$ cat config.mk
export PLATFORM = sky130hd
export DESIGN_NAME = cohort_noc2_packetizer
export DESIGN_NICKNAME = d
export VERILOG_FILES = /design/src/rtl/cohort_noc2_packetizer.sv
export SDC_FILE = /design/constraint.sdc
export NUM_CORES = 1
export LEC_CHECK = 0
export BUFFER_PORTS_ARGS = -buffer_cell sky130_fd_sc_hd__buf_4
export CELL_PAD_IN_SITES_DETAIL_PLACEMENT = 1
export CELL_PAD_IN_SITES_GLOBAL_PLACEMENT = 2
export CORE_MARGIN = 2
export CORE_UTILIZATION = 34
export DETAILED_ROUTE_END_ITERATION = 16
export PLACE_DENSITY_LB_ADDON = 0.1
export RECOVER_POWER = 100
export SYNTH_ARGS = -nofsm -noshare
export SYNTH_HDL_FRONTEND = slang
export SYNTH_SLANG_ARGS = --single-unit
$ cat constraint.sdc
create_clock -name clk -period 8.08 [get_ports clk]
set_clock_uncertainty 0.1 [all_clocks]
set_input_delay 0.404 -clock clk [delete_from_list [all_inputs] [get_ports clk]]
set_output_delay 0.404 -clock clk [all_outputs]
set_load 0.01 [all_outputs]
$ cat src/rtl/cohort_noc2_packetizer.sv
// ---------------------------------------------------------------------------
// cohort_noc2_packetizer
//
// Turns one translated memory request into a NoC2 packet: three header
// flits (routing/type, address/size, source id) followed by zero, one or
// two data flits. Output flow control is credit based: a flit goes out only
// while the credit counter is nonzero, and each noc_yummy pulse returns one
// credit.
//
// Optional feature: define COHORT_NOC2_PKT_PERF_EN to add the 32-bit
// performance counters pkt_count and stall_count.
//
// Ports
//   clk, rst           clock (rising edge), asynchronous active-high reset
//   req_valid/ready    request handshake (ready only in IDLE)
//   req_type, req_mshrid, req_address, req_size, req_homeid,
//   req_write_mask, req_data_0, req_data_1   request fields
//   noc_valid/noc_data flit output
//   noc_yummy          one credit returned
//   credit_err         sticky: credit returned while counter was full
//   pkt_count          (perf build) packets completed
//   stall_count        (perf build) cycles blocked on zero credits
// ---------------------------------------------------------------------------
module cohort_noc2_packetizer #(
    parameter int          CREDITS    = 8,
    parameter logic [13:0] SRC_CHIPID = 14'd0,
    parameter logic [7:0]  SRC_X      = 8'd0,
    parameter logic [7:0]  SRC_Y      = 8'd0
) (
    input  logic        clk,
    input  logic        rst,
    input  logic        req_valid,
    output logic        req_ready,
    input  logic [7:0]  req_type,
    input  logic [7:0]  req_mshrid,
    input  logic [39:0] req_address,
    input  logic [2:0]  req_size,
    input  logic [15:0] req_homeid,
    input  logic [15:0] req_write_mask,
    input  logic [63:0] req_data_0,
    input  logic [63:0] req_data_1,
    output logic        noc_valid,
    output logic [63:0] noc_data,
    input  logic        noc_yummy,
    output logic        credit_err
`ifdef COHORT_NOC2_PKT_PERF_EN
    ,
    output logic [31:0] pkt_count,
    output logic [31:0] stall_count
`endif
);

    typedef enum logic [2:0] {
        S_IDLE = 3'd0,
        S_HDR0 = 3'd1,
        S_HDR1 = 3'd2,
        S_HDR2 = 3'd3,
        S_DAT0 = 3'd4,
        S_DAT1 = 3'd5
    } state_t;

    localparam logic [3:0] CREDITS_MAX = 4'(CREDITS);

    state_t      r_state;
    logic [7:0]  r_type;
    logic [7:0]  r_mshrid;
    logic [39:0] r_addr;
    logic [2:0]  r_size;
    logic [15:0] r_home;
    logic [63:0] r_data0;
    logic [63:0] r_data1;
    logic [1:0]  r_dcnt;
    logic [3:0]  r_credits;
    logic        r_credit_err;

    logic [1:0]  w_dcnt;
    logic        w_send;
    logic        w_last;
    logic [7:0]  w_len;

    // Number of data flits implied by the incoming request.
    assign w_dcnt = (req_write_mask == 16'd0) ? 2'd0 :
                    (req_size <= 3'd3)        ? 2'd1 : 2'd2;

    // A flit leaves in any non-IDLE state as long as a credit is held.
    assign w_send = (r_state != S_IDLE) && (r_credits != 4'd0);

    // The flit going out now closes the packet.
    assign w_last = w_send && (((r_state == S_HDR2) && (r_dcnt == 2'd0)) ||
                               ((r_state == S_DAT0) && (r_dcnt != 2'd2)) ||
                               (r_state == S_DAT1));

    assign w_len      = 8'd2 + {6'd0, r_dcnt};
    assign req_ready  = (r_state == S_IDLE) && !rst;
    assign noc_valid  = w_send;
    assign credit_err = r_credit_err;

    // Flit mux: a pure decode of the registered state and captured fields,
    // so noc_data stays put while the FSM is stalled on credits.
    always_comb begin
        noc_data = 64'd0;
        case (r_state)
            S_HDR0:  noc_data = {14'd0, r_home[7:0], r_home[15:8], 4'd0,
                                 w_len, r_type, r_mshrid, 6'd0};
            S_HDR1:  noc_data = {r_addr, r_size, 21'd0};
            S_HDR2:  noc_data = {SRC_CHIPID, SRC_X, SRC_Y, 34'd0};
            S_DAT0:  noc_data = r_data0;
            S_DAT1:  noc_data = r_data1;
            default: noc_data = 64'd0;
        endcase
    end

    // Packet FSM: captures the request in IDLE, then steps one flit per sent cycle.
    always_ff @(posedge clk or posedge rst) begin
        if (rst) begin
            r_state  <= S_IDLE;
            r_type   <= 8'd0;
            r_mshrid <= 8'd0;
            r_addr   <= 40'd0;
            r_size   <= 3'd0;
            r_home   <= 16'd0;
            r_data0  <= 64'd0;
            r_data1  <= 64'd0;
            r_dcnt   <= 2'd0;
        end else begin
            case (r_state)
                S_IDLE: begin
                    if (req_valid) begin
                        r_type   <= req_type;
                        r_mshrid <= req_mshrid;
                        r_addr   <= req_address;
                        r_size   <= req_size;
                        r_home   <= req_homeid;
                        r_data0  <= req_data_0;
                        r_data1  <= req_data_1;
                        r_dcnt   <= w_dcnt;
                        r_state  <= S_HDR0;
                    end else begin
                        r_state  <= S_IDLE;
                    end
                end
                S_HDR0: if (w_send) r_state <= S_HDR1; else r_state <= S_HDR0;
                S_HDR1: if (w_send) r_state <= S_HDR2; else r_state <= S_HDR1;
                S_HDR2: begin
                    if (w_send) r_state <= (r_dcnt != 2'd0) ? S_DAT0 : S_IDLE;
                    else        r_state <= S_HDR2;
                end
                S_DAT0: begin
                    if (w_send) r_state <= (r_dcnt == 2'd2) ? S_DAT1 : S_IDLE;
                    else        r_state <= S_DAT0;
                end
                S_DAT1: if (w_send) r_state <= S_IDLE; else r_state <= S_DAT1;
                default: r_state <= S_IDLE;
            endcase
        end
    end

    // Credit counter; a return while already full is dropped and flagged.
    always_ff @(posedge clk or posedge rst) begin
        if (rst) begin
            r_credits    <= CREDITS_MAX;
            r_credit_err <= 1'b0;
        end else if (w_send && !noc_yummy) begin
            r_credits    <= r_credits - 4'd1;
        end else if (!w_send && noc_yummy) begin
            if (r_credits == CREDITS_MAX) r_credit_err <= 1'b1;
            else                          r_credits    <= r_credits + 4'd1;
        end else begin
            r_credits    <= r_credits;
        end
    end

`ifdef COHORT_NOC2_PKT_PERF_EN
    logic [31:0] r_pkt_count;
    logic [31:0] r_stall_count;

    // Performance counters: completed packets and credit-starved cycles.
    always_ff @(posedge clk or posedge rst) begin
        if (rst) begin
            r_pkt_count   <= 32'd0;
            r_stall_count <= 32'd0;
        end else begin
            if (w_last) r_pkt_count <= r_pkt_count + 32'd1;
            else        r_pkt_count <= r_pkt_count;
            if ((r_state != S_IDLE) && (r_credits == 4'd0))
                r_stall_count <= r_stall_count + 32'd1;
            else
                r_stall_count <= r_stall_count;
        end
    end

    assign pkt_count   = r_pkt_count;
    assign stall_count = r_stall_count;
`endif

endmodule

---- After elaboration in Yosys (flattened, before gate mapping) ----
Cells that the tools add are included.
cells by class
  add/subtract/negate cells ............... 3
  $lt $le $gt $ge ......................... 1
  equality and inequality tests ........... 8
  multiplexer cells ....................... 15
  bitwise logic cells ..................... 1
  reduce and logical (&&, ||, !) cells .... 16
operators by type and width
  operator                                              count
  case mux 64 bit (4 select lines)                      1
  case mux 3 bit (6 select lines)                       1
  logical NOT 16 bit                                    1
  2-to-1 mux 3 bit                                      5
  2-to-1 mux 4 bit                                      3
  == test 3 x 2 -> 1 bit (second input constant)        2
  == test 3 bit (second input constant)                 2
  2-to-1 mux 2 bit                                      3
  adder 4 x 1 -> 4 bit (second input constant)          1
  == test 4 bit (second input constant)                 1
  logical AND 1 bit                                     4
  AND reduction 2 bit                                   2
  nonzero test 2 bit                                    2
  nonzero test 4 bit                                    1
  subtractor 4 x 1 -> 4 bit (second input constant)     1
  adder 2 x 2 -> 3 bit (first input constant)           1
  == test 3 x 1 -> 1 bit (second input constant)        1
  <= comparator 3 x 2 -> 1 bit (second input constant)  1
  logical NOT 1 bit                                     3
  logical NOT 3 bit                                     1
  AND reduction 3 bit                                   1
  nonzero test 3 bit                                    1
  == test 2 bit (second input constant)                 1
  2-to-1 mux 1 bit                                      2
  other kinds (2)                                       2
storage, ports and cells
  bits in registers ....................... 213
  input port bits ......................... 223
  word-level logic and storage cells ...... 55

---- Depth between registers and ports, before layout ----
Gate-level depths: netlist of run 1.
  depth after elaboration ................. 6
  depth in mapped cells ................... 12
  gate-level depth less buffers ........... 10

---- Worst setup path after synthesis of run 1 ----
OpenSTA, ideal clock, no wires.
  path type ............................... register -> register
  from .................................... register r_credits[1]
  to ...................................... register r_credits[2]
  arrival ................................. 2.247 ns
  setup slack ............................. 5.652 ns
  stages on the path, launching flop included .. 12
  path buffers ............................ 1
  clock period less this slack ............ 2.428 ns
  cell sequence ........................... dfrtp_1 clkbuf_1 nor4_2 or2_2 inv_1 ha_1 xor2_1 ha_1 a21oi_1 xnor2_1 a21oi_1 a31oi_1
between the ends
  longest elaborated chain between the ends .. 6
RTL lines
  element                               RTL line  RTL
  from (decl)                           73        logic [3:0] r_credits;
  from (signal assigned)                164       r_credits <= r_credits - 4'd1;
  from (signal assigned)                167       else r_credits <= r_credits + 4'd1;
  from (signal assigned)                169       r_credits <= r_credits;
  nonzero test 4 bit (*)                86        assign w_send = (r_state != S_IDLE) && (r_credits != 4'd0);
  logical AND 1 bit (*)                 86
  via noc_valid                         42        output logic noc_valid,
  logical NOT 1 bit                     165       end else if (!w_send && noc_yummy) begin
  logical AND 1 bit                     165
  nonzero test 2 bit (no source line)   -
  AND reduction 2 bit (no source line)  -
Mark *: on every way through the listed nets, which the timed path passes. The rest lies on a longest branch. The select of a mux whose other input is x is not followed.
A chain may end at the register's enable or synchronous reset.

---- Worst setup path after layout of run 1 ----
  from .................................... register r_state[0]
  to ...................................... register r_data0[63]
between the ends
  longest elaborated chain between the ends .. 2
RTL lines
  element                               RTL line  RTL
  from (decl)                           64        state_t r_state;
  from (signal assigned)                145       if (w_send) r_state <= (r_dcnt != 2'd0) ? S_DAT0 : S_IDLE;
  from (signal assigned)                149       if (w_send) r_state <= (r_dcnt == 2'd2) ? S_DAT1 : S_IDLE;
  logical NOT 3 bit                     126       case (r_state)
  AND reduction 2 bit (no source line)  -
  to (signal assigned)                  134       r_data0 <= req_data_0;
  to (decl)                             70        logic [63:0] r_data0;
Every way passes these cells.

==> results of run 1 <==
==> stage by stage <==
step                std cells  setup WS [ns]
CTS                      1533           4.53
global placement         1345           4.88
global route             1535           2.29
floorplan                 720           1.76
detailed placement       1345           4.88
finish                   1535           2.75
==> synthesized netlist by cell type, types with 2 or more instances <==
master / instances
inv_1: 7
mux2_2: 106
o22ai_1: 22
nand2b_1: 2
mux2_1: 112
clkbuf_1: 16
nand2_1: 30
buf_4: 6
mux2i_1: 49
a21oi_1: 4
a22oi_1: 35
buf_6: 15
a31oi_1: 2
dfrtp_1: 212
ha_1: 4
nor2_1: 25
nor4_1: 5
buf_2: 14
xor2_1: 4
nor3_1: 4
nor2b_1: 4
o21ai_0: 25
==> critical path, cell delays in order (launching register included) <==
cell and delay [ns]:
dfrtp_4 0.66, nor4b_1 0.32, clkbuf_2 2.56, buf_4 1.04, mux2_2 0.41
==> power groups by stage <==
stage	Clock, mW	Combinational [mW]	Sequential, mW
global placement	0	2.17	1.95
detailed placement	0	2.21	1.96
global route	1.31	2.32	2.03
floorplan	0	1.57	1.83
finish	1.23	2.10	1.95
CTS	1.27	2.28	1.95
==> state kept, by name, summed over array words and instances (netlist names) <==
signal	cells
r_mshrid	8
r_type	8
r_dcnt	2
credit_err	1
r_addr	40
r_data1	64
r_home	16
r_state	3
r_data0	64
r_credits	4
r_size	3
==> metal layers <==
metal / vias to the layer above / share of wire / GRT usage
met4: 0 / 0.018 / 0.0484
met2: 199 / 0.49 / 0.312
met3: 40 / 0.055 / 0.0405
li1: 3440 / - / -
met1: 3746 / 0.44 / 0.239
met5: - / 0 / 0
==> worst max-delay path by stage <==
stage,startpoint,endpoint,slack [ns],depth (start not counted)
floorplan,rst,credit_err,1.76,1
global placement,r_state[0],r_mshrid[2],4.88,4
detailed placement,r_state[0],r_addr[38],4.88,4
CTS,r_state[0],noc_data[11],4.53,6
global route,r_state[0],r_addr[26],2.29,4
finish,r_state[0],r_data0[63],2.75,4
==> cells by family (layout without fill, tap and decap cells) <==
family | Yosys count | count (layout) | share of synthesized area
xor+xnor | 5 | 5 | 0.00450
mux | 267 | 267 | 0.303
compound gates | 92 | 92 | 0.0607
fa+ha+maj | 4 | 4 | 0.00515
buf+inv | 60 | 496 | 0.0400
flops | 213 | 213 | 0.548
simple gates | 79 | 79 | 0.0382
other cells | 0 | 1 | 0
==> area by class of cell <==
class	count	area share
antenna	1	0.000176
clock buffer	43	0.0610
clock inverter	3	0.00458
inverter	7	0.00194
multi-input combinational	447	0.282
sequential	213	0.376
tap	378	0.0333
timing repair buffer	443	0.241
==> cells in the final DEF (no fill, tap or decap), types with 22 or more instances in the layout <==
cell             n
mux2i_1         49
mux2_1         112
dfrtp_1        210
clkbuf_1        72
nor2_1          25
a22oi_1         35
clkbuf_16       27
dlygate4sd3_1  143
buf_4          230
o21ai_0         25
nand2_1         30
o22ai_1         22
mux2_2         106
==> out/metrics.csv, run 1 <==
metric,value,unit
hold_viol,0,
synth-async-reset-ratio,1.00,
cts_inserted_buffers,26,
ios,290,
tritoncts,built,
sw_frac_of_total,0.340,
drt-pass1-iter-count,4,
share_comb_of_total_power,0.398,
crit_arrival,5.63,ns
synth_seq_cells,213,
num_rows,61,
worstPathRequired,8.38,ns
drv_cap,3,
grt_max_degree,141,
relSlewSlack,-1.90,
power_leakage,6.26,nW
syn_area,0.00972,mm^2
postCtsSetupBuffers,0,
worstSetupPathType,register to register,
max_clock_freq,188,MHz
viasPerCell,4.84,
p_switching,1.80,mW
whs_endpoint,r_data0[21],
antenna_found_initial,1,
place.gp.congestion,0.726,
cp_max_fo,140,
initial_core_util,0.348,
grt_pass1_vias,8185,
synthTopCellsByArea,"dfrtp_1, mux2_1, mux2_2, mux2i_1, a22oi_1",
synth_nets,947,
final-seq-area,0.00534,mm^2
nNetsFinal,1365,
drt-initial-drc-count,329,
cts.htree.levels,1,
synth_ff_type,dfrtp_1,
internal_power,3.48,mW
clock-root-buffer,clkbuf_16,
whs,0.0113,ns
drc,0,
tns,0,ns
portBuffers,289,
report.final.slew_viol_count,288,
hp-start,req_data_0[21],
worst_r2r_endpoint,r_data0[63],
die_area,0.0300,mm^2
min_period,5.33,ns
clock_path_buffers,3,
powerDensity,372,mW/mm^2
overflow,0,
area_delta_synth_final,46.0,%
die_height,173,um
clk_latency,0.52,ns
grt_usage,0.184,
path_clk_slew,0.06,ns
outcome,finished with violations,
dp_hpwl,17700,um
multiInputGateArea,0.00401,mm^2
post_dp_cell_area,0.0121,mm^2
reg2reg_slack,2.75,ns
synth_edf_count,0,
seq_power_share,0.369,
final_layout_size_suffix_gt1_frac,0.338,
nFillCells,2978,
core_area,0.0279,mm^2
cts_resized,0,
setup_viol,0,
worst_pin_slew,4.33,ns
synthDistinctLibCells,39,
ys_seq_area_frac,0.548,
rsz0062_at_grt,no,
avgSynthCellArea,13.5,um^2
synth_warnings,0,
min_path_type,input port to register,
cts_sinks,213,
die_x,173,um
worstSetupStartpointType,register,
grt_pass1_wl,44900,um
ir_worst_vdd,0.000227,V
postLayoutCoreUtil,0.508,
wl_per_cell,18.3,um
synth_top_area_frac,0.546,
endpoint_kind,register,
finalPower,5.28,mW
r2r_start,r_state[0],
hold_buffers,142,
wl,28100,um
finalInstanceArea,0.0142,mm^2
synth_cells,720,
yosysTopAreaCell,dfrtp_1,
finalCritPeriodShare,0.660,
worstRegToRegCells,4,
drtAntennaViolNets,0,
p_clk_frac,0.233,
via_count,7425,
holdPathStages,2,
violations,"capacitance limit, slew limit",
Power figures use the tool's default switching activity.
==> run 2: changes to the inputs <==
==> constraint.sdc (replaced) <==
create_clock -name clk -period 5.3 [get_ports clk]
set_clock_uncertainty 0.1 [all_clocks]
set_input_delay 0.265 -clock clk [delete_from_list [all_inputs] [get_ports clk]]
set_output_delay 0.265 -clock clk [all_outputs]
set_load 0.01 [all_outputs]
==> run 2 against run 1 <==
The flow still finishes with violations (capacitance limit, slew limit). Via count up 2.4%. Flip-flop and latch count unchanged. Non-clock buffer count up 60. Die area unchanged. Highest routed layer unchanged. Critical endpoint is now r_data1[33]. Power up 50%. Routed wire length up 3.4%. Sequential share of layout area down 1.3 points. Critical path depth unchanged. Cell count up 3.8%. Worst setup slack worse by 1.7 ns. Maximum frequency up 24%.
==> out/metrics.csv, run 2 (synthesis results as in run 1) <==
metric,value,unit,change
finalCritPeriodShare,0.809,,+0.149
reg2reg_slack,1.01,ns,-1.74 ns
path_clk_slew,0.06,ns,about the same
drv_cap,6,,+3
cp_slowest_cell,buf_2,,
grt_pass1_wl,46900,um,+4.3%
relSlewSlack,-0.775,,+1.13
crit_path_end,r_data1[33],,
num_rows,61,,unchanged
drtAntennaViolNets,0,,unchanged
drc,0,,unchanged
area_delta_synth_final,51.2,%,
tns,0,ns,unchanged
cts_inserted_buffers,25,,-3.8%
die_height,173,um,unchanged
grt_max_degree,113,,-20%
nNetsFinal,1424,,+4.3%
dp_hpwl,18200,um,+2.6%
grt_usage,0.192,,+0.00711
hold_buffers,204,,+44%
core_area,0.0279,mm^2,unchanged
worst_pin_slew,2.66,ns,-1.67 ns
crit_buf_inv,2,,unchanged
r2r_start,r_state[0],,
worstSetupPathType,register to register,,
tritoncts,built,,
clock_path_buffers,3,,unchanged
worstRegToRegCells,4,,unchanged
finalInstanceArea,0.0147,mm^2,+3.6%
worstPathRequired,5.61,ns,-2.77 ns
wl_per_cell,18.2,um,-0.33%
cts_resized,0,,unchanged
hold_viol,0,,unchanged
grt_pass1_vias,8416,,+2.8%
setup_viol,0,,unchanged
ir_worst_vdd,0.000256,V,+13%
die_x,173,um,unchanged
drt-initial-drc-count,297,,-9.7%
clk_latency,0.53,ns,about the same
hp-start,noc_yummy,,
report.final.slew_viol_count,425,,+48%
post_dp_cell_area,0.0121,mm^2,+0.11%
max_clock_freq,233,MHz,+24%
max_stage_delay,1.91,ns,-0.65 ns
crit_arrival,4.59,ns,-1.04 ns
place_ws,1.96,ns,-2.91 ns
viasPerCell,4.77,,-1.3%
cts_sinks,213,,unchanged
final_layout_size_suffix_gt1_frac,0.320,,-0.0178
initial_core_util,0.348,,unchanged
place.gp.congestion,0.730,,+0.55%
powerDensity,539,mW/mm^2,+45%
worstPathCellList,buf_4 -> nor4b_4 -> buf_2 -> mux2_2,,
cp.depth,4,,unchanged
antenna_found_initial,1,,unchanged
critPathTopFamily,buffers and inverters,,
outcome,finished with violations,,
rsz0062_at_grt,no,,
worst_r2r_endpoint,r_data1[33],,
die_area,0.0300,mm^2,unchanged
endpoint_kind,register,,
wl,29000,um,+3.4%
min_period,4.29,ns,-1.04 ns
cp_max_fo,112,,-20%
startpoint,r_state[0],,
drt-pass1-iter-count,4,,unchanged
dp.cells,1344,,-0.074%
worstSetupStartpointType,register,,
cts.htree.levels,1,,unchanged
layout_commonest_cell,buf_4,,
min_path_type,input port to register,,
layout_common_cells,"buf_4, dfrtp_1, dlygate4sd3_1",,
overflow,0,,unchanged
clock-root-buffer,clkbuf_16,,
ios,290,,unchanged
nFillCells,2940,,-1.3%
finalWorstSetupSlack,1.01,ns,-1.74 ns
instances_no_fill,1593,,+3.8%
postCtsSetupBuffers,0,,unchanged
via_count,7602,,+2.4%
power_leakage,6.47,nW,+3.4%
portBuffers,289,,unchanged
reg_top3,"r_data0 x64, r_data1 x64, r_addr x40",,
violations,"capacitance limit, slew limit",,
==> run 2: cell types whose count changed in the layout (fill, tap and decap cells not counted), sizes merged <==
| cell | previous run | this run |
|---|---|---|
| clkinv | 1 | 3 |
| clkbuf | 113 | 106 |
| bufinv | 2 | 1 |
| dlygate4sd3 | 143 | 204 |
| inv | 6 | 8 |
| buf | 230 | 231 |
==> run 2: layer usage <==
metal | up-vias | GRT usage | share of wire
li1 | 3555 | - | -
met1 | 3817 | 0.257 | 0.45
met2 | 190 | 0.323 | 0.49
met3 | 40 | 0.0341 | 0.040
met4 | 0 | 0.0456 | 0.021
met5 | - | 0 | 0
==> run 2: worst min-delay path by stage <==
stage | end | slack (ns) | cells past startpoint
final | credit_err | 0.05 | 3
after CTS | credit_err | 0.02 | 3
after global placement | r_data0[20] | 0.27 | 2
after global routing | credit_err | 0.02 | 3
after detailed placement | r_data0[20] | 0.27 | 2
after floorplan | r_dcnt[0] | 0.25 | 1
==> run 2: power breakdown <==
part           total [mW]  internal, mW  switching [mW]
registers            3.04          2.48           0.554
logic                3.18          1.65            1.54
clock network        1.71          1.03           0.682
total                7.93          5.15            2.77
==> run 2: per-stage QoR <==
step | util | hold slack [ns] | power [mW]
6_report | 0.526 | 0.0491 | 7.93
5_1_grt | 0.526 | 0.0240 | 8.51
4_1_cts | 0.537 | 0.0188 | 8.23
3_5_place_dp | 0.435 | 0.273 | 6.35
3_3_place_gp | 0.435 | 0.273 | 6.28
2_1_floorplan | - | 0.254 | 5.19
==> run 2: cell type report <==
type                       count  area [um^2]  share of cell area
sequential                   213         5340               0.363
antenna                        1         2.50            0.000170
timing repair buffer         503         4030               0.274
clock buffer                  38          754              0.0513
clock inverter                 6         62.6             0.00425
multi-input combinational    447         4020               0.273
tap                          378          473              0.0322
inverter                       7         27.5             0.00187
==> run 2: worst min-delay path, delay by kind of cell <==
family,cells,cell delay [ns]
buffers and inverters,1,0.08
AOI/OAI and AO/OA,1,0.14
adders and majority gates,1,0.13
==> run 3: changes to the inputs <==
--- a/config.mk
+++ b/config.mk
@@ -9,7 +9,7 @@
 export CELL_PAD_IN_SITES_DETAIL_PLACEMENT = 1
 export CELL_PAD_IN_SITES_GLOBAL_PLACEMENT = 2
 export CORE_MARGIN = 2
-export CORE_UTILIZATION = 34
+export CORE_UTILIZATION = 31
 export DETAILED_ROUTE_END_ITERATION = 16
 export PLACE_DENSITY_LB_ADDON = 0.1
 export RECOVER_POWER = 100
==> constraint.sdc (replaced) <==
create_clock -name clk -period 3.9 [get_ports clk]
set_clock_uncertainty 0.1 [all_clocks]
set_input_delay 0.195 -clock clk [delete_from_list [all_inputs] [get_ports clk]]
set_output_delay 0.195 -clock clk [all_outputs]
set_load 0.01 [all_outputs]
==> run 3 against run 2 <==
The run still ends with capacitance limit, slew limit left. Die area increased by 9.5%. Power increased by 36%. Worst setup slack got worse by 0.57 ns. Largest cell class unchanged.
==> out/metrics.csv, run 3 (synthesis results as in run 1) <==
metric,value,unit,change
outcome,finished with violations,,
violations,"capacitance limit, slew limit",,
hold_viol,0,,unchanged
drc,0,,unchanged
worstRegToRegCells,5,,+1
clock-root-buffer,clkbuf_16,,
core_area,0.0307,mm^2,+10%
instances_no_fill,1625,,+2.0%
initial_core_util,0.316,,-0.0319
worstPathRequired,3.61,ns,-2.00 ns
min_path_type,input port to register,,
dp.cells,1365,,+1.6%
powerDensity,725,mW/mm^2,+34%
wl,29500,um,+1.6%
worstSetupPathType,register to primary output,,
max_stage_delay,0.85,ns,-1.06 ns
clock_path_buffers,3,,unchanged
crit_arrival,3.16,ns,-1.43 ns
cts_sinks,213,,unchanged
report.final.slew_viol_count,200,,-53%
overflow,0,,unchanged
drt-initial-drc-count,211,,-29%
endpoint_kind,primary output,,
area_delta_synth_final,52.8,%,
power_leakage,6.53,nW,+0.96%
post_dp_cell_area,0.0122,mm^2,+0.47%
die_height,181,um,+4.6%
dr_wl_met3,1240,um,+6.3%
dp_hpwl,19000,um,+4.4%
relSlewSlack,-0.0903,,+0.685
worstSetupStartpointType,register,,
worstPathCellList,buf_4 -> nor2b_1 -> clkbuf_2 -> a22oi_1 -> nor2_1 -> clkbuf_1,,
ir_worst_vdd,0.000453,V,+77%
layout_common_cells,"buf_4, dfrtp_1, dlygate4sd3_1",,
die_area,0.0328,mm^2,+9.5%
reg_top3,"r_data0 x64, r_data1 x64, r_addr x40",,
wl_met2,14200,um,+0.25%
nFillCells,3266,,+11%
nNetsFinal,1434,,+0.70%
grt_pass1_vias,8458,,+0.50%
wl_per_cell,18.2,um,-0.36%
setup_viol,0,,unchanged
min_period,3.45,ns,
rsz0062_at_grt,no,,
grt_max_degree,107,,-5.3%
max_clock_freq,289,MHz,
wl_met1,13300,um,+1.9%
place.gp.congestion,0.716,,-2.0%
routed.top_layer,met4,,
drv_cap,2,,-4
die_x,181,um,+4.6%
cts_inserted_buffers,27,,+8.0%
layout_commonest_cell,buf_4,,
via_count,7660,,+0.76%
cp_max_fo,41,,-63%
antenna_found_initial,5,,+4
portBuffers,289,,unchanged
clk_latency,0.52,ns,about the same
grt_usage,0.180,,-0.0115
ios,290,,unchanged
grt_pass1_wl,47500,um,+1.5%
final-seq-area,0.00534,mm^2,unchanged
multiInputGateArea,0.00402,mm^2,about the same
holdPathStages,5,,+2
drtAntennaViolNets,0,,unchanged
cp_slowest_cell,dfrtp_4,,
tritoncts,built,,
viasPerCell,4.71,,-1.2%
finalInstanceArea,0.0149,mm^2,+1.1%
num_rows,64,,+4.9%
path_clk_slew,0.06,ns,about the same
final_layout_size_suffix_gt1_frac,0.323,,+0.00228
cts.htree.levels,1,,unchanged
finalCritPeriodShare,0.886,,
worst_pin_slew,1.63,ns,-1.04 ns
tns,0,ns,unchanged
drt-pass1-iter-count,4,,unchanged
[run 3: cell types whose count changed in the layout (fill, tap and decap cells not counted)]
cell           delta
clkinv_2          -2
clkbuf_4          +4
buf_2             -1
clkbuf_2          -1
bufinv_16         -1
diode_2           +4
buf_12            +2
dlygate4sd3_1     +5
clkbuf_16         +2
nor2b_1           -1
clkbuf_8          -2
nor2b_2           +1
buf_4             +6
inv_6             -2
[run 3: per-stage QoR]
stage	power, mW	utilization	hold WS, ns	setup slack [ns]
after floorplan	7.05	-	0.184	0.836
after global placement	8.61	0.397	0.289	1.15
after detailed placement	8.71	0.397	0.295	1.11
after CTS	11.3	0.491	0.0750	0.540
after global routing	11.6	0.483	0.157	0.213
final	10.8	0.483	0.0994	0.446
[run 3: worst paths after layout]
kind | start | end | slack (ns)
max reg2reg | r_state[0] | r_dcnt[0] | 0.64
max in group asynchronous | rst | r_data1[35] | 1.66
min reg2reg | credit_err | credit_err | 0.37
max | r_state[0] | noc_data[11] | 0.45
min in group asynchronous | rst | r_type[6] | 0.54
min | req_valid | r_state[0] | 0.1
[run 3: timing repair]
action | CTS | global route
setup buffers | 0 | 0
hold buffers | 209 | 0
endpoints found under the hold margin | 237 | 0
resized for setup | 0 | 0
[run 3: power by group]
part	leakage, nW	internal (mW)	switching, mW
clock	0.394	1.38	0.909
sequential	2.52	3.37	0.757
combinational	3.62	2.26	2.09
total	6.53	7.02	3.75
[run 3: final cells by class]
class / count / share of cell area
clock buffers: 45 / 0.0541
well taps: 396 / 0.0333
multi-input cells: 447 / 0.270
flip-flops and latches: 213 / 0.359
clock inverters: 1 / 0.000337
diodes: 5 / 0.000842
repair buffers: 511 / 0.280
inverters: 7 / 0.00185
[run 3: routing by layer]
metal,track usage,up-vias
li1,-,3583
met5,0,-
met3,0.0314,44
met4,0.0468,0
met1,0.243,3846
met2,0.299,187
[run 3: worst max-delay path, delay by kind of cell (launching register included)]
family / cells / cell delay, ns
DFF: 1 / 0.85
buffers and inverters: 3 / 1.20
AOI/OAI and AO/OA: 1 / 0.16
and+or+nand+nor: 2 / 0.36
